**src/rtl/cart_mem_arbiter.sv**
```systemverilog
// Cartridge memory arbiter: shares one external memory port between the CPU
// (ROM/RAM windows, stalled through CPU_WAIT) and a download loader. CPU
// accesses win ties, and a CPU access that arrives during a loader access is
// held pending and served before the next loader access.
module cart_mem_arbiter #(
    parameter int MEM_AW = 18
) (
    input  logic              CLK,
    input  logic              RESB,
    input  logic [16:0]       ROM_A,
    input  logic              ROM_CSB,
    input  logic [12:0]       RAM_A,
    input  logic              RAM_CSB,
    input  logic              RDB,
    input  logic              WRB,
    input  logic [7:0]        CPU_DI,
    output logic [7:0]        CPU_DO,
    output logic              CPU_WAIT,
    input  logic              DL_REQ,
    input  logic              DL_WE,
    input  logic              DL_RAM,
    input  logic [16:0]       DL_A,
    input  logic [7:0]        DL_DI,
    output logic [7:0]        DL_DO,
    output logic              DL_ACK,
    output logic              MEM_REQ,
    output logic              MEM_WE,
    output logic [MEM_AW-1:0] MEM_A,
    output logic [7:0]        MEM_D,
    input  logic [7:0]        MEM_Q,
    input  logic              MEM_ACK
);

    typedef enum logic [1:0] {
        ST_IDLE = 2'd0,
        ST_CPU  = 2'd1,
        ST_DL   = 2'd2
    } state_t;

    // RAM region: top bit set, 13-bit offset; ROM region: top bit clear, 17-bit offset.
    function automatic logic [MEM_AW-1:0] map_addr(input logic ram, input logic [16:0] a);
        logic [MEM_AW-1:0] r;
        r = '0;
        if (ram) begin
            r[MEM_AW-1] = 1'b1;
            r[12:0]     = a[12:0];
        end else begin
            r[16:0] = a;
        end
        return r;
    endfunction

    state_t             state_r;
    logic               cpu_act_prev_r;
    logic               cpu_pend_r;
    logic               cpu_wait_r;
    logic               cpu_ram_r;
    logic               cpu_we_r;
    logic [16:0]        cpu_a_r;
    logic [7:0]         cpu_d_r;
    logic               mem_req_r;
    logic               mem_we_r;
    logic [MEM_AW-1:0]  mem_a_r;
    logic [7:0]         mem_d_r;
    logic [7:0]         cpu_do_r;
    logic [7:0]         dl_do_r;
    logic               dl_ack_r;

    logic               cpu_act_s;
    logic               cpu_edge_s;
    logic               cpu_ram_s;
    logic               cpu_wr_s;
    logic               cpu_take_s;
    logic [16:0]        cpu_a_s;
    logic               nx_ram_s;
    logic               nx_we_s;
    logic [16:0]        nx_a_s;
    logic [7:0]         nx_d_s;

    assign cpu_act_s  = (~ROM_CSB | ~RAM_CSB) & (~RDB | ~WRB);
    assign cpu_edge_s = cpu_act_s & ~cpu_act_prev_r;
    assign cpu_ram_s  = ~RAM_CSB;
    assign cpu_wr_s   = ~WRB;
    assign cpu_a_s    = cpu_ram_s ? {4'b0000, RAM_A} : ROM_A;
    // ROM writes are dropped at the edge: they never stall or reach memory.
    assign cpu_take_s = cpu_edge_s & ~(~cpu_ram_s & cpu_wr_s);

    // Stall is raised combinationally on the access edge so the CPU never
    // samples stale data; reset overrides it.
    assign CPU_WAIT = (cpu_take_s & RESB) | cpu_wait_r;
    assign CPU_DO   = cpu_do_r;
    assign DL_DO    = dl_do_r;
    assign DL_ACK   = dl_ack_r;
    assign MEM_REQ  = mem_req_r;
    assign MEM_WE   = mem_we_r;
    assign MEM_A    = mem_a_r;
    assign MEM_D    = mem_d_r;

    // Select the CPU access to issue: a fresh edge uses live inputs, otherwise the latched one.
    always_comb begin
        nx_ram_s = cpu_ram_r;
        nx_we_s  = cpu_we_r;
        nx_a_s   = cpu_a_r;
        nx_d_s   = cpu_d_r;
        if (cpu_take_s) begin
            nx_ram_s = cpu_ram_s;
            nx_we_s  = cpu_wr_s;
            nx_a_s   = cpu_a_s;
            nx_d_s   = CPU_DI;
        end else begin
            nx_ram_s = cpu_ram_r;
            nx_we_s  = cpu_we_r;
            nx_a_s   = cpu_a_r;
            nx_d_s   = cpu_d_r;
        end
    end

    // Strobe history for edge detection; cleared so a strobe held through reset counts as new.
    always_ff @(posedge CLK or negedge RESB) begin
        if (!RESB) begin
            cpu_act_prev_r <= 1'b0;
        end else begin
            cpu_act_prev_r <= cpu_act_s;
        end
    end

    // Stall register: set on an accepted edge, cleared by the ack of the last outstanding CPU access.
    always_ff @(posedge CLK or negedge RESB) begin
        if (!RESB) begin
            cpu_wait_r <= 1'b0;
        end else if (cpu_take_s) begin
            cpu_wait_r <= 1'b1;
        end else if ((state_r == ST_CPU) && MEM_ACK && !cpu_pend_r) begin
            cpu_wait_r <= 1'b0;
        end else begin
            cpu_wait_r <= cpu_wait_r;
        end
    end

    // Arbitration FSM with registered memory-port and completion outputs.
    always_ff @(posedge CLK or negedge RESB) begin
        if (!RESB) begin
            state_r    <= ST_IDLE;
            cpu_pend_r <= 1'b0;
            cpu_ram_r  <= 1'b0;
            cpu_we_r   <= 1'b0;
            cpu_a_r    <= 17'd0;
            cpu_d_r    <= 8'd0;
            mem_req_r  <= 1'b0;
            mem_we_r   <= 1'b0;
            mem_a_r    <= '0;
            mem_d_r    <= 8'd0;
            cpu_do_r   <= 8'd0;
            dl_do_r    <= 8'd0;
            dl_ack_r   <= 1'b0;
        end else begin
            dl_ack_r <= 1'b0;
            if (cpu_take_s) begin
                cpu_ram_r <= cpu_ram_s;
                cpu_we_r  <= cpu_wr_s;
                cpu_a_r   <= cpu_a_s;
                cpu_d_r   <= CPU_DI;
            end else begin
                cpu_ram_r <= cpu_ram_r;
            end
            case (state_r)
                ST_IDLE: begin
                    if (cpu_take_s || cpu_pend_r) begin
                        state_r    <= ST_CPU;
                        cpu_pend_r <= 1'b0;
                        mem_req_r  <= 1'b1;
                        mem_we_r   <= nx_we_s;
                        mem_a_r    <= map_addr(nx_ram_s, nx_a_s);
                        mem_d_r    <= nx_d_s;
                    end else if (DL_REQ && !dl_ack_r) begin
                        // The ack cycle itself is skipped so the loader can drop its request.
                        state_r   <= ST_DL;
                        mem_req_r <= 1'b1;
                        mem_we_r  <= DL_WE;
                        mem_a_r   <= map_addr(DL_RAM, DL_A);
                        mem_d_r   <= DL_DI;
                    end else begin
                        state_r <= ST_IDLE;
                    end
                end
                ST_CPU: begin
                    if (cpu_take_s) begin
                        cpu_pend_r <= 1'b1;
                    end else begin
                        cpu_pend_r <= cpu_pend_r;
                    end
                    if (MEM_ACK) begin
                        state_r   <= ST_IDLE;
                        mem_req_r <= 1'b0;
                        if (!mem_we_r) begin
                            cpu_do_r <= MEM_Q;
                        end else begin
                            cpu_do_r <= cpu_do_r;
                        end
                    end else begin
                        state_r <= ST_CPU;
                    end
                end
                ST_DL: begin
                    if (cpu_take_s) begin
                        cpu_pend_r <= 1'b1;
                    end else begin
                        cpu_pend_r <= cpu_pend_r;
                    end
                    if (MEM_ACK) begin
                        state_r   <= ST_IDLE;
                        mem_req_r <= 1'b0;
                        dl_ack_r  <= 1'b1;
                        if (!mem_we_r) begin
                            dl_do_r <= MEM_Q;
                        end else begin
                            dl_do_r <= dl_do_r;
                        end
                    end else begin
                        state_r <= ST_DL;
                    end
                end
                default: begin
                    state_r   <= ST_IDLE;
                    mem_req_r <= 1'b0;
                end
            endcase
        end
    end

endmodule

```
**config.mk**
```make
export PLATFORM = sky130hd
export DESIGN_NAME = cart_mem_arbiter
export DESIGN_NICKNAME = d
export VERILOG_FILES = /design/src/rtl/cart_mem_arbiter.sv
export SDC_FILE = /design/constraint.sdc
export NUM_CORES = 1
export LEC_CHECK = 0
export CORE_UTILIZATION = 46
export CTS_CLUSTER_DIAMETER = 120
export DETAILED_ROUTE_END_ITERATION = 8
export PLACE_DENSITY_LB_ADDON = 0.05
export RECOVER_POWER = 25
export SYNTH_ARGS = -nofsm -noshare
export SYNTH_HDL_FRONTEND = slang
export SYNTH_SLANG_ARGS = --single-unit
```
**constraint.sdc**
```tcl
create_clock -name CLK -period 1.7 [get_ports CLK]
set_input_delay 0.34 -clock CLK [delete_from_list [all_inputs] [get_ports CLK]]
set_output_delay 0.34 -clock CLK [all_outputs]
set_load 0.02 [all_outputs]
```
==> run metrics <==
status=finished, violations left; violated checks=setup timing; startpoint types=input port; ANT cells=0; number of I/O port buffers=126; Die Ht=92.52 um; worst-case clock buffer depth=2; Final ANT Viol Nets=0; H-tree depth=3; Achievable Freq=558.9 MHz; total clock sinks=77; # DRC=0; Synth cell types=29; drt wl/cell=15.90 um; Via density=5.026; Core Region=7807 um2; fin nets=553; Sw Share=33.58%; final worst path period share=105.3%; flops & latches, synth=77; P&R area growth vs syn=54.42%; Pre-antenna DRT Iters=5; Slew Viols, Final=0; EDFF count, synth=0; Worst-path clk slew=0.09 ns; die area=8559 um2; Die Wd=92.52 um; largest net degree at the start of global routing=78; CP arrival=2.03 ns; FILL cells=551; DP Wirelength=5836 um; clk_lat worst skew=0.35 ns; syn nets=392; most frequent cells in the layout=clkdlybuf4s50_1, dfrtp_1, mux2i_1; Fin. Hold Viols=0; crit path max fanout=5; Seq/Total Area, Yosys=51.13%; share of layout cells above drive strength 1=24.95%; Slew @ Worst Pin=1.059 ns; Hold/Removal Path Class=input port to flip-flop; cells after synthesis=307; syn avg cell area=12.28 um2; fin cells=575; Final Wtd Congestion=0.7361; final setup vio count=28; Synth warnings=0; Starting Density=48.27%; reg2reg path depth=8; # rows=32; TritonCTS buffer count=9; DP Cell Count=546; Leak Pwr=2.769 nW; post-layout util=74.54%; IO Count=127; Tmin final=1.789 ns; Power Density=1590 nW/um2; Max Cap Viol=0; First DRT Iteration DRCs=115; crit end category=flip-flop; clock root buffer master=clkbuf_8; initial antenna violation count=0; Post-Route WL=9145 um; fin worst setup slack=-0.08938 ns; sw power=3.107 mW; CP required=1.94 ns; RSZ-0062 raised after global routing=true; Slew HR=29.41%; Async S/R FF share, synth=100.0%; TritonCTS clock tree=yes; pre-CTS WS=-0.6533 ns; Global Route Usage Sum=22.93%; Vias=2890; gr ovfl total=0; Synth Flop Type=dfrtp_1; first-pass GRT wire length=15240 um; CP Class=input port to flip-flop; sequential share of power=31.7%; commonest non-fill, non-tap cell in the layout=clkdlybuf4s50_1; Peak VDD IR=0.0009147 V; Pint=6.145 mW; number of global-route vias before repair=3166; synthesized area=3769 um2; clock share of power=17.2%; Comb power frac=51.1%; Clock Skew=0.01252 ns; WHS Path Cells=2; CTS Hold Buffers Added=0; WHS=0.2830 ns
[cell type report]
cell class / count / area, um2 / area share, %
Timing Repair Buffer: 166 / 1713 / 29.43
Inverter: 4 / 15.01 / 0.2580
Clock buffer: 10 / 137.6 / 2.365
Multi-Input combinational cell: 210 / 1805 / 31.03
Clock inverter: 6 / 93.84 / 1.613
Sequential cell: 77 / 1927 / 33.11
Tap cell: 102 / 127.6 / 2.193
[Yosys cell counts (all sizes together) (3+ instances only)]
cell type  number  area, um2
a21oi          17      88.84
inv             4      15.01
ha              4      50.05
clkbuf          3      11.26
nor2b           4      25.02
buf            13      90.08
mux2i          47      470.5
nand2          39      146.4
o21ai           9      56.31
mux2           59      701.9
nor2           16      60.06
a22oi           4      30.03
dfrtp          77       1927
[metrics by stage]
stage                     power (mW)  instance area, um2  setup TNS (ns)
after detailed placement       7.237                5294          -18.79
after global placement         7.157                5294          -17.02
after global routing           9.756                5819          -2.735
after CTS                      9.426                5841          -2.711
after floorplan                5.396                3769               0
final                          9.252                5819          -1.253
[cell families after synthesis]
logic type | Yosys count | share of synthesized area, %
buffers and inverters | 20 | 3.087
adders and majority gates | 4 | 1.328
DFF | 77 | 51.13
muxes | 106 | 31.11
and+or+nand+nor | 64 | 7.072
AOI/OAI and AO/OA | 36 | 6.276
[worst paths after layout]
path                                           from                       end  slack, ns
min in group asynchronous                      RESB      cpu_d_r[0]$_DFF_PN0_       0.36
setup reg to reg           cpu_act_prev_r$_DFF_PN0_      MEM_D[0]$_DFFE_PN0P_      -0.09
max in group asynchronous                      RESB      cpu_d_r[7]$_DFF_PN0_       0.67
hold / removal                                  WRB  cpu_act_prev_r$_DFF_PN0_       0.28
hold reg to reg                cpu_d_r[2]$_DFF_PN0_      cpu_d_r[2]$_DFF_PN0_       0.48
setup / recovery                            ROM_CSB      MEM_D[0]$_DFFE_PN0P_      -0.09
[per-layer routing]
layer | wire (um) | track usage [%] | up-vias
li1 | - | - | 1389
met1 | 4070 | 29.43 | 1396
met2 | 4395 | 38.09 | 89
met3 | 531 | 5.337 | 16
met4 | 147 | 7.682 | 0
met5 | 0 | 0 | -
[power by group through the flow]
stage / Combinational [mW] / Clock, mW / Sequential (mW)
floorplan: 1.81 / 0 / 3.58
global placement: 4.21 / 0 / 2.94
detailed placement: 4.28 / 0 / 2.96
CTS: 4.87 / 1.62 / 2.94
global route: 5.03 / 1.70 / 3.03
finish: 4.73 / 1.60 / 2.93
[sequential cells by signal, indices dropped and copies added (netlist names), 2 cells and up]
name     flops
DL_DO        8
cpu_a_r     17
cpu_d_r      8
MEM_D        8
MEM_A       18
state_r      2
CPU_DO       8
[what timing repair did]
item / 4_1_cts / 5_1_grt
setup endpoints to repair: 29 / 40
resized for setup: 38 / 20
setup buffers: 12 / 0
cloned: 4 / 0
pin swaps: 4 / 2
[worst max-delay path, cell delays in order]
cell and delay (ns):
dlygate4sd2_1 0.24, and2b_2 0.24, buf_4 0.12, o21ai_4 0.06, buf_12 0.14, buf_16 0.12, a21boi_4 0.18, buf_6 0.15
buf_8 0.13, mux2_4 0.30
(Power assumes the default switching activity.)
